## config.mk

```make
export PLATFORM = sky130hd
export DESIGN_NAME = instr_encoder
export DESIGN_NICKNAME = d
export VERILOG_FILES = /design/src/rtl/instr_pkg.sv /design/src/rtl/instr_fifo.sv /design/src/rtl/instr_encoder.sv
export SDC_FILE = /design/constraint.sdc
export NUM_CORES = 1
export LEC_CHECK = 0
export CAP_MARGIN = 5
export CORE_UTILIZATION = 58
export CTS_BUF_LIST = sky130_fd_sc_hd__clkbuf_2 sky130_fd_sc_hd__clkbuf_4 sky130_fd_sc_hd__clkbuf_8
export CTS_CLUSTER_DIAMETER = 100
export DETAILED_ROUTE_END_ITERATION = 8
export GPL_ROUTABILITY_DRIVEN = 1
export PLACE_DENSITY = 0.93
export REMOVE_ABC_BUFFERS = 1
export SETUP_SLACK_MARGIN = 0.2
export SLEW_MARGIN = 30
export SYNTH_ARGS = -nofsm -noshare
export SYNTH_HDL_FRONTEND = slang
export SYNTH_HIERARCHICAL = 1
export SYNTH_SLANG_ARGS = --single-unit
```

## constraint.sdc

```tcl
create_clock -name clk -period 4.8 [get_ports clk]
set_clock_uncertainty 0.2 [all_clocks]
set_input_delay 1.44 -clock clk [delete_from_list [all_inputs] [get_ports clk]]
set_output_delay 1.44 -clock clk [all_outputs]
set_load 0.1 [all_outputs]
```

## src/rtl/instr_pkg.sv

```systemverilog
// Shared definitions for the MIPS instruction encoder: format codes, field
// bit positions, default base address and the NOP word.
package instr_pkg;

    typedef enum logic [1:0] {
        FMT_R   = 2'd0,
        FMT_I   = 2'd1,
        FMT_J   = 2'd2,
        FMT_NOP = 2'd3
    } fmt_t;

    localparam int OP_HI = 31;
    localparam int RS_HI = 25;
    localparam int RT_HI = 20;
    localparam int RD_HI = 15;
    localparam int SH_HI = 10;
    localparam int FN_HI = 5;

    localparam logic [31:0] DEFAULT_BASE_ADDR = 32'h0000_3000;
    localparam logic [31:0] NOP_WORD          = 32'h0000_0000;

endpackage

```

## src/rtl/instr_fifo.sv

```systemverilog
// Generic DEPTH x WIDTH synchronous FIFO with flush. Pointers carry one extra
// MSB so full and empty can be told apart when the index bits match.
module instr_fifo #(
    parameter int DEPTH = 4,
    parameter int WIDTH = 32
) (
    input  logic             clk,
    input  logic             reset,
    input  logic             flush,
    input  logic             push,
    input  logic             pop,
    input  logic [WIDTH-1:0] wdata,
    output logic [WIDTH-1:0] rdata,
    output logic             full,
    output logic             empty
);

    localparam int AW = $clog2(DEPTH);

    logic [WIDTH-1:0] mem [DEPTH];
    logic [AW:0]      wptr;
    logic [AW:0]      rptr;

    assign empty = (wptr == rptr);
    assign full  = (wptr[AW] != rptr[AW]) && (wptr[AW-1:0] == rptr[AW-1:0]);
    assign rdata = mem[rptr[AW-1:0]];

    always_ff @(posedge clk) begin
        if (!reset) begin
            wptr <= '0;
            rptr <= '0;
        end else if (flush) begin
            wptr <= '0;
            rptr <= '0;
        end else begin
            if (push && !full) begin
                wptr <= wptr + 1'b1;
            end
            if (pop && !empty) begin
                rptr <= rptr + 1'b1;
            end
        end
    end

    // Storage is not reset; entries are only observed once the write pointer has passed them.
    always_ff @(posedge clk) begin
        if (reset && !flush && push && !full) begin
            mem[wptr[AW-1:0]] <= wdata;
        end
    end

endmodule

```

## src/rtl/instr_encoder.sv

```systemverilog
// Packs decoded MIPS fields into 32-bit words, queues them and emits each with
// its IM address. Optional field-consistency check: define ENC_FIELD_CHECK_EN.
module instr_encoder
    import instr_pkg::*;
#(
    parameter int          DEPTH     = 4,
    parameter logic [31:0] BASE_ADDR = DEFAULT_BASE_ADDR
) (
    input  logic        clk,
    input  logic        reset,
    input  logic        flush,
    input  logic        in_valid,
    output logic        in_ready,
    input  logic [1:0]  fmt,
    input  logic [5:0]  opcode,
    input  logic [4:0]  rs,
    input  logic [4:0]  rt,
    input  logic [4:0]  rd,
    input  logic [4:0]  shamt,
    input  logic [5:0]  func,
    input  logic [15:0] imm16,
    input  logic [25:0] imm26,
    output logic        out_valid,
    input  logic        out_ready,
    output logic [31:0] instr,
    output logic [31:0] addr,
    output logic [15:0] count,
    output logic        fmt_err
);

    logic [31:0] word;
    logic [31:0] head;
    logic        full;
    logic        empty;
    logic        push;
    logic        pop;

    always_comb begin
        word = NOP_WORD;
        case (fmt_t'(fmt))
            FMT_R: begin
                word[OP_HI -: 6] = opcode;
                word[RS_HI -: 5] = rs;
                word[RT_HI -: 5] = rt;
                word[RD_HI -: 5] = rd;
                word[SH_HI -: 5] = shamt;
                word[FN_HI -: 6] = func;
            end
            FMT_I: begin
                word[OP_HI -: 6]  = opcode;
                word[RS_HI -: 5]  = rs;
                word[RT_HI -: 5]  = rt;
                word[RD_HI:0]     = imm16;
            end
            FMT_J: begin
                word[OP_HI -: 6] = opcode;
                word[RS_HI:0]    = imm26;
            end
            default: word = NOP_WORD;
        endcase
    end

    // A flush cycle swallows any handshake so the restart is clean.
    assign in_ready  = !full;
    assign out_valid = !empty;
    assign push      = in_valid && !full && !flush;
    assign pop       = out_valid && out_ready && !flush;
    assign instr     = empty ? NOP_WORD : head;

    instr_fifo #(
        .DEPTH (DEPTH),
        .WIDTH (32)
    ) u_fifo (
        .clk   (clk),
        .reset (reset),
        .flush (flush),
        .push  (push),
        .pop   (pop),
        .wdata (word),
        .rdata (head),
        .full  (full),
        .empty (empty)
    );

    always_ff @(posedge clk) begin
        if (!reset || flush) begin
            addr  <= BASE_ADDR;
            count <= '0;
        end else if (pop) begin
            addr <= addr + 32'd4;
            if (count != 16'hFFFF) begin
                count <= count + 16'd1;
            end
        end
    end

`ifdef ENC_FIELD_CHECK_EN
    logic field_bad;

    assign field_bad = ((fmt_t'(fmt) == FMT_R) && (opcode != 6'd0)) ||
                       ((fmt_t'(fmt) == FMT_NOP) &&
                        (|{opcode, rs, rt, rd, shamt, func, imm16, imm26}));

    // Sticky until reset; flush deliberately leaves it alone.
    always_ff @(posedge clk) begin
        if (!reset) begin
            fmt_err <= 1'b0;
        end else if (push && field_bad) begin
            fmt_err <= 1'b1;
        end
    end
`else
    assign fmt_err = 1'b0;
`endif

endmodule

```

==> flow_summary.json <==
{
  "worst_hold_slack_ns": 0.306,
  "worst_ep_required_time_ns": 3.16,
  "first_global_vias": 6004,
  "outcome": "completed",
  "share_of_cells_above_drive_strength_1_pct": 15.1,
  "vdd_drop_max_v": 0.000154,
  "drt-vias-per-instance": 6.02,
  "clock.fmax_ghz": 0.224,
  "grt_antenna_before_repair": 0,
  "setup.reg_to_reg.worst_slack_ns": 1.33,
  "worst-endpoint-arrival_ns": 2.82,
  "register_bit_total_from_synthesis": 182,
  "grt_util_all_layers_pct": 26.7,
  "synthAdderAreaFrac_pct": 1.06,
  "min_path_type": "flop to flop",
  "detail_route.first_pass.iterations": 5,
  "ctsHtreeMaxLevel": 4,
  "port_buffers": 160,
  "critical_path_buf_inv_count": 1,
  "gpl.final_weighted_congestion": 0.893,
  "slew_viol_final": 0,
  "ys_types": 51,
  "drtAntennaViolNets": 0,
  "number_of_rows_created_at_floorplan": 43,
  "drt_first_iter_violations": 601,
  "detailed_place_hpwl_mm": 12.8,
  "min_from": "count[15]",
  "tritoncts_clock_tree": "built",
  "number_of_max_cap_violations": 0,
  "power_density_mw_per_mm2": 284,
  "worstReg2RegEnd": "addr[22]",
  "worstSetupEndpointType": "output port",
  "report.final.setup_viol": 0,
  "critical_path_cell_sequence": "xnor2_1, nand2_2, nor2_4, and2b_1, buf_4",
  "n_antenna_cell": 0,
  "netlist_instances": 649,
  "postSynth.topFlopCell": "edfxtp_1",
  "final_cell_mix": "128 x edfxtp_1, 127 x clkdlybuf4s50_1, 65 x nand2_1, 53 x dfxtp_1, 46 x buf_4",
  "critPathLaunchType": "flop",
  "critPathTopFamily": "simple AND/OR/NAND/NOR gates",
  "comb_power_share_pct": 8.7,
  "drt-total-wl_mm": 18.9,
  "die_h_um": 121,
  "period_utilisation_layout_pct": 92.8,
  "tightest_slew_ns": 0.999,
  "pin_count": 164,
  "r2r_start": "u_fifo/wptr[2]",
  "initial_util_pct": 59.4,
  "slew_headroom_pct": 33.2,
  "leakage_power_total_nw": 3.46,
  "post-cts-setup-buffer-count": 0,
  "synth_simple_gate_area_share_pct": 15.4,
  "grt_overflow_total": 0,
  "final-hold-violation-count": 0,
  "seq_power_share_pct": 57.8,
  "synth_edf_count": 128,
  "combined_area_of_all_synthesized_cells_mm2": 0.00825,
  "synth_xor_area_share_pct": 1.59,
  "post_layout_nonfiller_instances": 999,
  "core_area_mm2": 0.0139,
  "fin_nets": 896,
  "cts_buffer_depth": 2,
  "cts.root.buffer_cell": "clkbuf_8",
  "worstSetupPathType": "flop to output port",
  "critPathMaxStageDelay_ns": 0.74,
  "multiplexer_fraction_of_the_synthesized_cell_area_pct": 11.2,
  "cell_internal_pwr_mw": 2.28,
  "clock_input_transition_at_the_sequential_cells_of_the_worst_setup_and_hold_paths_ns": 0.08,
  "sequential_element_share_of_the_synthesized_area_pct": 59.7,
  "hold_depth": 2,
  "r2r_cells": 6,
  "grt_setup_unrepaired": "yes",
  "path_max_fanout": 36,
  "crit_cells": 5,
  "routed_wl_per_cell_um": 18.9,
  "clock-sinks": 182,
  "yosysWarningCount": 6,
  "switching_fraction_pct": 22.4,
  "clock_power_share_pct": 33.5,
  "synthArstFlopShare_pct": 0,
  "cts.hold.buffers_added": 0,
  "area_delta_synth_final_pct": 25.4,
  "setup.worst_path.start": "u_fifo/wptr[0]",
  "clkLatencyLatePin_ns": 0.45,
  "grt_max_degree": 37,
  "die_footprint_mm2": 0.0147,
  "post-place-cells": 969,
  "drc_errors": 0,
  "most_common_cell_after_layout_fill_and_taps_aside": "edfxtp_1",
  "vias": 6009,
  "synth-compound-area-share_pct": 8.18,
  "syn-mean-instance-area_um2": 12.7,
  "cp_slowest_cell": "nor2_4",
  "grt_pass1_wl_mm": 29.7,
  "chipWidth_um": 121,
  "hold_end": "count[15]",
  "cts_made_buffers": 17,
  "synth_top_family_by_area": "simple AND/OR/NAND/NOR gates",
  "fin_crit_ns": 4.46,
  "switching_power_mw": 0.657
}
-- Yosys cell counts, drive strengths merged, types with 2 or more instances --
library cell  instances  share of area [%]
and2                  7               0.53
inv                  18               0.82
o211ai                5               0.46
xnor2                 8               0.85
xor2                  7               0.74
edfxtp              128                 47
nand3                15               0.91
and2b                 3               0.27
or4                  18                1.6
ha                    7                1.1
nor3                  2               0.12
o21a                  2               0.18
a211o                 2               0.21
nor4bb                3               0.36
a31oi                 9               0.68
and4                  3               0.32
o21ai                36                2.2
nand2b                6               0.46
nor2b                31                2.4
buf                  15                1.1
o31ai                16                1.5
and3                 12               0.91
mux2i                20                2.4
dfxtp                54                 13
and4bb                2               0.30
nor2                 19               0.86
nand2                66                3.0
a21oi                30                1.8
clkbuf               21               0.96
nand4b                2               0.21
or2                   3               0.23
a41o                  4               0.49
nor4                  8               0.61
mux4                 32                8.7
or3                  10               0.76
nand4                15                1.1
-- how the worst max path moves through the flow --
stage	endpoint
global route	instr[1]
global placement	addr[22]
detailed placement	addr[22]
finish	instr[1]
CTS	instr[0]
floorplan	instr[10]
-- timing repair --
| action | in CTS | in global routing |
|---|---|---|
| hold endpoints to repair | 0 | 0 |
| setup endpoints to repair | 0 | 11 |
| resized for setup | 0 | 0 |
-- registers in the layout, summed over array words and instances (netlist names), named ones only --
| name | cells |
|---|---|
| u_fifo/mem | 128 |
| u_fifo/rptr | 3 |
| count | 16 |
| addr | 30 |
| u_fifo/wptr | 3 |
-- area by class of cell --
class                      count  area, um2
clock buffer                  22        272
clock inverter                 8        103
fill                         876       3540
inverter                      18       67.6
multi-input combinational    415       3110
sequential                   182       4930
tap                          180        225
timing repair buffer         174       1640
-- routing by layer --
layer	up-vias	part of all wire, %	GRT usage [%]
met1	2903	40	32.8
met2	285	50	46.2
met3	27	8.1	6.44
met5	-	0	0
met4	0	1.8	8.87
li1	2794	-	-
-- cells by family after synthesis --
| family | count (synthesis) |
|---|---|
| compound gates | 110 |
| xor+xnor | 15 |
| fa+ha+maj | 7 |
| buf+inv | 54 |
| flops | 182 |
| mux | 52 |
| other cells | 1 |
| simple gates | 228 |
-- worst register-to-register path, stage by stage (launching register included) --
cell,delay (ns)
dfxtp_1,0.46
xor2_1,0.49
nor2_4,0.31
nand4bb_1,0.48
or4_1,0.75
or4_1,0.55
a21oi_1,0.17
-- power groups by stage --
stage,sequential [mW],combinational (mW),clock [mW]
final,1.70,0.256,0.982
after global routing,1.70,0.272,1.05
after CTS,1.70,0.256,0.996
after detailed placement,1.73,0.255,0
after global placement,1.73,0.246,0
after floorplan,1.73,0.134,0
-- through the flow --
| step | setup slack, ns | total power, mW | instance area [um2] | setup TNS [ns] | util, % |
|---|---|---|---|---|---|
| after floorplan | -0.0815 | 1.87 | 8080 | -2.36 | - |
| after global placement | 0.681 | 1.98 | 9960 | 0 | 71.8 |
| after detailed placement | 0.579 | 1.99 | 9960 | 0 | 71.8 |
| after CTS | 0.292 | 2.95 | 10300 | 0 | 74.5 |
| after global routing | 0.131 | 3.02 | 10300 | 0 | 74.5 |
| final | 0.344 | 2.93 | 10300 | 0 | 74.5 |
Power figures use the tool's default switching activity.
